<file path="src/rtl/flash_prefetch_queue.sv">
// Sequential instruction prefetcher: one flash read at a time into a DEPTH-entry FIFO,
// with redirect/flush and halt. Define FLASH_PREFETCH_PERF_EN to add the stallCycles counter.
module flash_prefetch_queue #(
  parameter int DATA_W     = 16,
  parameter int ADDR_W     = 24,
  parameter int DEPTH      = 4,
  parameter int ADDR_STEP  = 2,
  parameter int START_ADDR = 0
) (
  input  logic                       clk,
  input  logic                       reset,
  output logic [ADDR_W-1:0]          flashReadAddr,
  output logic                       flashEnabled,
  input  logic [DATA_W-1:0]          flashByteRead,
  input  logic                       flashDataReady,
  output logic [DATA_W-1:0]          instr,
  output logic [ADDR_W-1:0]          instrAddr,
  output logic                       instrValid,
  input  logic                       instrTake,
  input  logic                       redirect,
  input  logic [ADDR_W-1:0]          redirectAddr,
  input  logic                       halt,
  output logic [$clog2(DEPTH+1)-1:0] count
`ifdef FLASH_PREFETCH_PERF_EN
  ,
  output logic [15:0]                stallCycles
`endif
);

  localparam int CW = $clog2(DEPTH+1);
  localparam int PW = $clog2(DEPTH);
  localparam logic [CW-1:0] FULL = CW'(DEPTH);

  typedef enum logic [1:0] {IDLE, REQ, DRAIN} state_t;

  state_t state, state_next;

  logic [ADDR_W-1:0] fetch_ptr;
  logic              discard;
  logic              start_req;
  logic              capture;
  logic              push;
  logic              pop;

  logic [DATA_W-1:0] data_mem [DEPTH];
  logic [ADDR_W-1:0] addr_mem [DEPTH];
  logic [PW-1:0]     rd_ptr;
  logic [PW-1:0]     wr_ptr;

  always_ff @(posedge clk or negedge reset) begin
    if (!reset) state <= IDLE;
    else        state <= state_next;
  end

  always_comb begin
    state_next = state;
    start_req  = 1'b0;
    capture    = 1'b0;
    case (state)
      IDLE: begin
        // a redirect in this cycle empties the FIFO, so space is guaranteed
        if (!halt && ((count < FULL) || redirect)) begin
          state_next = REQ;
          start_req  = 1'b1;
        end
      end
      REQ: begin
        if (flashDataReady) begin
          state_next = DRAIN;
          capture    = 1'b1;
        end
      end
      DRAIN: begin
        if (!flashDataReady) state_next = IDLE;
      end
      default: state_next = IDLE;
    endcase
  end

  assign push       = capture && !discard && !redirect;
  assign pop        = instrTake && instrValid && !redirect;
  assign instrValid = (count != '0);
  assign instr      = data_mem[rd_ptr];
  assign instrAddr  = addr_mem[rd_ptr];

  always_ff @(posedge clk or negedge reset) begin
    if (!reset) begin
      flashEnabled  <= 1'b0;
      flashReadAddr <= ADDR_W'(START_ADDR);
      fetch_ptr     <= ADDR_W'(START_ADDR);
      discard       <= 1'b0;
    end else begin
      if (start_req) begin
        flashEnabled  <= 1'b1;
        flashReadAddr <= redirect ? redirectAddr : fetch_ptr;
      end else if (capture) begin
        flashEnabled  <= 1'b0;
      end
      // a redirect while a read is in flight marks that word to be dropped on arrival
      if (redirect) begin
        fetch_ptr <= redirectAddr;
        discard   <= (state == REQ) && !capture;
      end else if (capture) begin
        discard <= 1'b0;
        if (!discard) fetch_ptr <= fetch_ptr + ADDR_W'(ADDR_STEP);
      end
    end
  end

  always_ff @(posedge clk or negedge reset) begin
    if (!reset) begin
      for (int i = 0; i < DEPTH; i++) begin
        data_mem[i] <= '0;
        addr_mem[i] <= '0;
      end
      rd_ptr <= '0;
      wr_ptr <= '0;
      count  <= '0;
    end else if (redirect) begin
      rd_ptr <= wr_ptr;
      count  <= '0;
    end else begin
      if (push) begin
        data_mem[wr_ptr] <= flashByteRead;
        addr_mem[wr_ptr] <= fetch_ptr;
        wr_ptr           <= wr_ptr + PW'(1);
      end
      if (pop) rd_ptr <= rd_ptr + PW'(1);
      count <= count + CW'(push) - CW'(pop);
    end
  end

`ifdef FLASH_PREFETCH_PERF_EN
  always_ff @(posedge clk or negedge reset) begin
    if (!reset)
      stallCycles <= 16'd0;
    else if (!instrValid && !halt && (stallCycles != 16'hFFFF))
      stallCycles <= stallCycles + 16'd1;
  end
`endif

endmodule

</file>
<file path="config.mk">
export PLATFORM = sky130hd
export DESIGN_NAME = flash_prefetch_queue
export DESIGN_NICKNAME = d
export VERILOG_FILES = /design/src/rtl/flash_prefetch_queue.sv
export SDC_FILE = /design/constraint.sdc
export NUM_CORES = 1
export LEC_CHECK = 0
export CAP_MARGIN = 25
export CORE_AREA = 2 2 154 193
export CTS_BUF_LIST = sky130_fd_sc_hd__clkbuf_4 sky130_fd_sc_hd__clkbuf_8
export DETAILED_ROUTE_END_ITERATION = 10
export DIE_AREA = 0 0 156 195
export GPL_TIMING_DRIVEN = 1
export REMOVE_ABC_BUFFERS = 1
export SYNTH_ARGS = -nofsm -noshare
export SYNTH_HDL_FRONTEND = slang
export SYNTH_SLANG_ARGS = --single-unit
</file>
<file path="constraint.sdc">
create_clock -name clk -period 2.8 [get_ports clk]
set_input_delay 0.28 -clock clk [delete_from_list [all_inputs] [get_ports clk]]
set_output_delay 0.28 -clock clk [all_outputs]
set_load 0.005 [all_outputs]
</file>
==> results of run 1 <==
## layout by cell type, fill, tap and decap left out, types with 3 or more instances in the layout
master / instances
o21ai_0: 42
nand2b_1: 4
and4_1: 3
ha_1: 7
a21boi_0: 10
buf_4: 22
clkbuf_8: 42
nand3_1: 14
mux2_2: 162
a31oi_1: 6
nand4_1: 5
nand2_2: 5
xnor2_1: 4
nor2_1: 10
dfrtp_1: 217
buf_12: 6
a21oi_1: 6
nor2b_1: 6
clkdlybuf4s50_1: 112
clkbuf_4: 15
inv_1: 8
nand2_1: 50
mux2i_1: 9
xor2_1: 9
mux4_2: 40
or4_1: 12
o31ai_1: 6
## metrics by stage
step | std cells | worst slack, ps | hold slack, ps | cell area [um2]
after floorplan | 657 | 149 | -15.6 | 9630
after global placement | 1149 | 407 | 331 | 11500
after detailed placement | 1149 | 360 | 322 | 11500
after CTS | 1210 | 6.20 | 150 | 12200
after global routing | 1215 | 116 | 198 | 12200
final | 1215 | 224 | 157 | 12200
## worst max-delay path, delay by kind of cell (launching register included)
family                 cells  cell delay, ps
buffers and inverters      2             710
DFF                        1             520
muxes                      1             520
## path summary, 6_finish.rpt
| check | from | to | cells past startpoint |
|---|---|---|---|
| min reg2reg | flashReadAddr[23] | flashReadAddr[23] | 2 |
| max | rd_ptr[0] | instr[10] | 3 |
| min in group asynchronous | reset | flashReadAddr[14] | 2 |
| max reg2reg | count[1] | count[2] | 10 |
| max in group asynchronous | reset | addr_mem[94] | 3 |
| min | redirect | count[2] | 2 |
## final cells by class
class | instances | share of cell area, %
Multi-Input combinational cell | 430 | 33.8
Clock inverter | 3 | 0.194
Tap cell | 355 | 3.63
Inverter | 8 | 0.245
Clock buffer | 57 | 5.64
Sequential cell | 219 | 44.8
Timing Repair Buffer | 143 | 11.7
## sequential cells by signal (all words and copies together) (netlist names), 2 cells and up
register	flops
wr_ptr	2
fetch_ptr	24
data_mem	64
state	2
count	3
addr_mem	96
rd_ptr	2
flashReadAddr	24
## metal layers
metal,vias to the layer above,global-route usage [%],share of wire [%]
met3,38,3.00,3.8
li1,2840,-,-
met1,3219,19.8,43
met2,112,26.1,51
met5,-,0,0
met4,0,5.50,2.5
## logic make-up (layout without fill, tap and decap cells)
group	Yosys count	in the layout
compound gates	76	76
xor+xnor	13	13
fa+ha+maj	8	8
buf+inv	62	211
flops	219	219
mux	211	211
simple gates	122	122
## what timing repair did
| item | CTS | global route |
|---|---|---|
| endpoints found under the hold margin | 79 | 0 |
| hold buffers | 1 | 0 |
| setup endpoints to repair | 0 | 15 |
| buffers inserted | 0 | 5 |
## power by group through the flow
stage	Clock, uW	Combinational [uW]	Sequential, uW
floorplan	0	2280	5110
global placement	0	4410	5180
detailed placement	0	4470	5230
CTS	2910	4500	5180
global route	3050	4880	5310
finish	2810	4480	5130
==> out/results.ini, run 1 <==
[power_and_ir_drop]
p_per_area_nw_per_um2 = 1010
power.total_uw = 12400
sequentialPowerShare_pct = 41.3
netSwitchingPower_uw = 3550
leakage_uw = 0.00549
peakVddDrop_v = 0.000348
power_frac_comb_pct = 36.0
p_clk_share_pct = 22.7
internal_power_uw = 8880
switching_share_pct = 28.5

[clock_network]
clock-sinks = 219
cts_buffers = 38
htree_levels = 2
cts-resized-gates = 0
cts_tree = yes
clk_transition_reported_paths_ps = 60
clock-root-buffer = clkbuf_8
worst_skew_pair.late_latency_ps = 550
clock_path_buffers = 3

[yosys]
post_synth_main_area_contributors = dfrtp_1 (55%), mux2_2 (18%), mux4_2 (9.1%), o21ai_0 (2.1%), nand2_1 (2.1%)
postSynth.asyncResetShare_pct = 100
avgSynthCellArea_um2 = 13.9
synth_fa_ha_area_share_pct = 1.09
ys_seq_area_share_pct = 55.5
synth_edf_count = 0
synth_top_area_cell = dfrtp_1
netlist_instances = 711
synth_ff_type = dfrtp_1
synthXorXnorAreaFrac_pct = 1.15
synth_simple_gate_area_share_pct = 6.43
yosys.cell_count.top_type = dfrtp_1
synth_warnings = 0
synth_top_family_by_area = multiplexers
synth-seq-cells = 219
synth_top_cell_area_share_pct = 55.5
synth.cell_area_um2 = 9880
synthMuxAreaShare_pct = 28.5
yosysUniqueCellTypes = 42
synth_commonest_cells = dfrtp_1 (219), mux2_2 (162), nand2_1 (54)
synth_compound_area_share_pct = 4.57

[timing]
rsz0062_at_grt = false
fmax_ghz = 0.388
fin_crit_sh_pct = 92.0
drv_slew = 0
tns_ps = 0
finClkSkew_ps = 39.1
hold_viol_final = 0
slew_headroom_pct = 42.5
final.min_clock_period_ps = 2580
setup_violations = 0
worst_pin_slew_ps = 862

[run]
max_cap_violations = 0

[floorplanning]
fp.dieH_um = 195
core-area_um2 = 28400
num_io_pins = 115
die_x_um = 156
start_util_pct = 34.8
rows = 69
dieArea_um2 = 30400

[finish]
area_growth_pct = 23.9
n_antenna_cell = 0
multiInputGateArea_um2 = 4140
fillCellCount = 2622
utilization_pct = 43.1
regArea_um2 = 5490
num-nets-final = 894
drive_gt1_share_pct = 35.5

[drt]
drt_iter0_drc = 189
vias = 6209
drt-pass1-iter-count = 4
remaining_drc_errors = 0
avgRoutedWirePerCell_um = 18.7
vias_per_cell = 5.11
postRouteAntennaNets = 0
drt_wl_total_um = 22800

[global_route]
grt_pass1_wl_um = 36800
grt-ovfl-total = 0
grt_max_degree = 84
antenna_found_initial = 1
grt_usage_pct = 15.4
grt_pass1_vias = 6654

[critical_path]
max_stage_delay_ps = 520
path_class = flop to output pin
cp.required_ps = 2520
slowest_stage = dfrtp_4
cp-start-kind = flop
arrival_ps = 2300
end_kind = output pin
path_cells = buf_4 -> mux4_2 -> clkdlybuf4s50_1
r2r_setup_slack_ps = 520
worstPathMaxFanout = 9

[placed_design]
placement.io_buffers = 114
gp_congestion = 0.720
dp_hpwl_um = 14700

[status]
status = complete, no violations

[hold_path]
hold_path_class = primary input to flop

(Power assumes the default switching activity.)
==> run 2: changes to the inputs <==
Settings changed: CELL_PAD_IN_SITES_DETAIL_PLACEMENT from default to 1, CELL_PAD_IN_SITES_GLOBAL_PLACEMENT from default to 2, PLACE_DENSITY_LB_ADDON from default to 0.1.
==> run 2 against run 1 <==
  * Sequential cell count stayed put
  * Critical endpoint is now instrAddr[3]
  * Largest cell class unchanged
  * Largest power group unchanged
  * Sequential power hardly changed
  * Core utilization is 0.52 points higher
  * Combinational power is 2% higher
==> out/results.ini, run 2 (same netlist as run 1, synthesis figures left out) <==
[placed_design]
dp_hpwl_um = 16300  ; +11%
preCtsSetupSlack_ps = 368  ; +8.44 ps
placement.io_buffers = 114  ; unchanged
dp.cells = 1143  ; -0.52%
gp_congestion = 0.705  ; -2.0%

[finish]
reg_top3 = addr_mem x96, data_mem x64
layout_common_cells = dfrtp_1 (217), mux2_2 (162), clkdlybuf4s50_1 (112)
largest_register = addr_mem
largest_reg_flops = 96  ; unchanged
num-nets-final = 890  ; -0.45%
n_antenna_cell = 0  ; unchanged
utilization_pct = 43.6  ; +0.52 points
stdcell_count = 1218  ; +0.25%
drive_gt1_share_pct = 35.6  ; +0.11 points
area_growth_pct = 25.4
fillCellCount = 2889  ; +10%
final_common_cell = dfrtp_1

[power_and_ir_drop]
power_frac_comb_pct = 35.2  ; -0.8 points
leakage_uw = 0.00557  ; +1.4%
p_clk_share_pct = 25.3  ; +2.6 points
sequentialPowerShare_pct = 39.5  ; -1.8 points
internal_power_uw = 9270  ; +4.4%
power.total_uw = 13000  ; +4.5%
p_per_area_nw_per_um2 = 1050  ; +3.3%
netSwitchingPower_uw = 3720  ; +4.9%
peakVddDrop_v = 0.000488  ; +40%
switching_share_pct = 28.6  ; +0.11 points

[drt]
avgRoutedWirePerCell_um = 21.2  ; +13%
vias_per_cell = 5.17  ; +1.1%
remaining_drc_errors = 0  ; unchanged
drt_iter0_drc = 259  ; +37%
postRouteAntennaNets = 0  ; unchanged
vias = 6292  ; +1.3%
drt-pass1-iter-count = 4  ; unchanged
drt_wl_total_um = 25900  ; +14%

[global_route]
grt_max_degree = 85  ; +1.2%
grt_use_met1_pct = 22.5  ; +2.7 points
grt-ovfl-total = 0  ; unchanged
grt_pass1_wl_um = 41600  ; +13%
met3_usage_pct = 3.13  ; +0.13 points
grt_pass1_vias = 7275  ; +9.3%
grt_usage_pct = 17.7  ; +2.2 points
top_usage_layer = met2
antenna_found_initial = 0  ; -1
use_met2_pct = 30.5  ; +4.4 points

[critical_path]
reg2reg_from = count[1]
path_class = flop to output pin
arrival_ps = 2350  ; +50 ps
end_kind = output pin
reg2regPathDepth = 10  ; unchanged
cp.required_ps = 2520  ; about the same
reg2reg_to = count[2]
worstPathMaxFanout = 21  ; +12
critical_path.startpoint = rd_ptr[0]
worstSetupEndpoint = instrAddr[3]
r2r_setup_slack_ps = 560  ; +40 ps
cp-start-kind = flop

[floorplanning]
num_io_pins = 115  ; unchanged
die_x_um = 156  ; unchanged
fp.dieH_um = 195  ; unchanged
core-area_um2 = 28400  ; unchanged
dieArea_um2 = 30400  ; unchanged
rows = 69  ; unchanged
start_util_pct = 34.8  ; unchanged

[hold_path]
hold_path_class = primary input to flop

[clock_network]
cts_buffers = 39  ; +2.6%
htree_levels = 2  ; unchanged
worst_skew_pair.late_latency_ps = 540  ; about the same
clock-root-buffer = clkbuf_8
clk_transition_reported_paths_ps = 60  ; about the same
cts_tree = yes
clock-sinks = 219  ; unchanged
cts-resized-gates = 0  ; unchanged
clock_path_buffers = 3  ; unchanged

[run]
max_cap_violations = 0  ; unchanged

[timing]
setup_violations = 0  ; unchanged
worst_pin_slew_ps = 849  ; -13.5 ps
drv_slew = 0  ; unchanged
final.min_clock_period_ps = 2630  ; +49.3 ps
fmax_ghz = 0.381  ; -1.9%
fin_crit_sh_pct = 93.8  ; +1.8 points
finClkSkew_ps = 22.7  ; -16.3 ps
slew_headroom_pct = 43.4  ; +0.90 points
hold_viol_final = 0  ; unchanged
timing.final.ws_setup_ps = 174  ; -49.3 ps
rsz0062_at_grt = false
tns_ps = 0  ; unchanged

[status]
status = complete, no violations

run 2: area by class of cell:
cell class	instances	area, um2	area share, %
inverters	8	30.0	0.242
clock inverters	6	82.6	0.666
clock buffers	62	791	6.38
repair buffers	138	1430	11.5
multi-input cells	430	4140	33.4
flip-flops and latches	219	5490	44.3
well taps	355	444	3.58
run 2: through the flow:
| step | cell area [um2] | hold slack, ps |
|---|---|---|
| floorplan | 9630 | -15.6 |
| global placement | 11500 | 331 |
| detailed placement | 11500 | 347 |
| CTS | 12400 | 294 |
| global route | 12400 | 310 |
| finish | 12400 | 340 |
run 2: layer usage:
layer	up-vias	part of all wire, %
met5	-	0
met2	123	51
met1	3288	43
li1	2837	-
met3	44	3.8
met4	0	2.5
run 2: what timing repair did:
item | in CTS | in global routing
setup endpoints to repair | 0 | 2
hold buffers | 2 | 0
setup buffers | 0 | 5
endpoints found under the hold margin | 83 | 0
run 2: worst min-delay path by stage:
stage / start / endpoint / slack (ps) / depth (start not counted)
final: redirectAddr[8] / fetch_ptr[8] / 340 / 3
after global routing: redirectAddr[11] / fetch_ptr[11] / 310 / 3
after CTS: redirectAddr[8] / fetch_ptr[8] / 290 / 3
after detailed placement: reset / data_mem[60] / 350 / 1
after global placement: reset / data_mem[60] / 330 / 1
after floorplan: reset / addr_mem[0] / -20 / 0
run 2: power by group through the flow:
stage | clock [uW] | sequential [uW] | combinational [uW]
2_1_floorplan | 0 | 5110 | 2280
3_3_place_gp | 0 | 5060 | 4480
3_5_place_dp | 0 | 5210 | 4620
4_1_cts | 3410 | 5160 | 4640
5_1_grt | 3560 | 5310 | 4980
6_report | 3290 | 5130 | 4570
run 2: worst max-delay path: stages (launching register included):
cell and delay (ps):
dfrtp_4 520, buf_12 250, mux4_2 560, clkdlybuf4s50_1 480
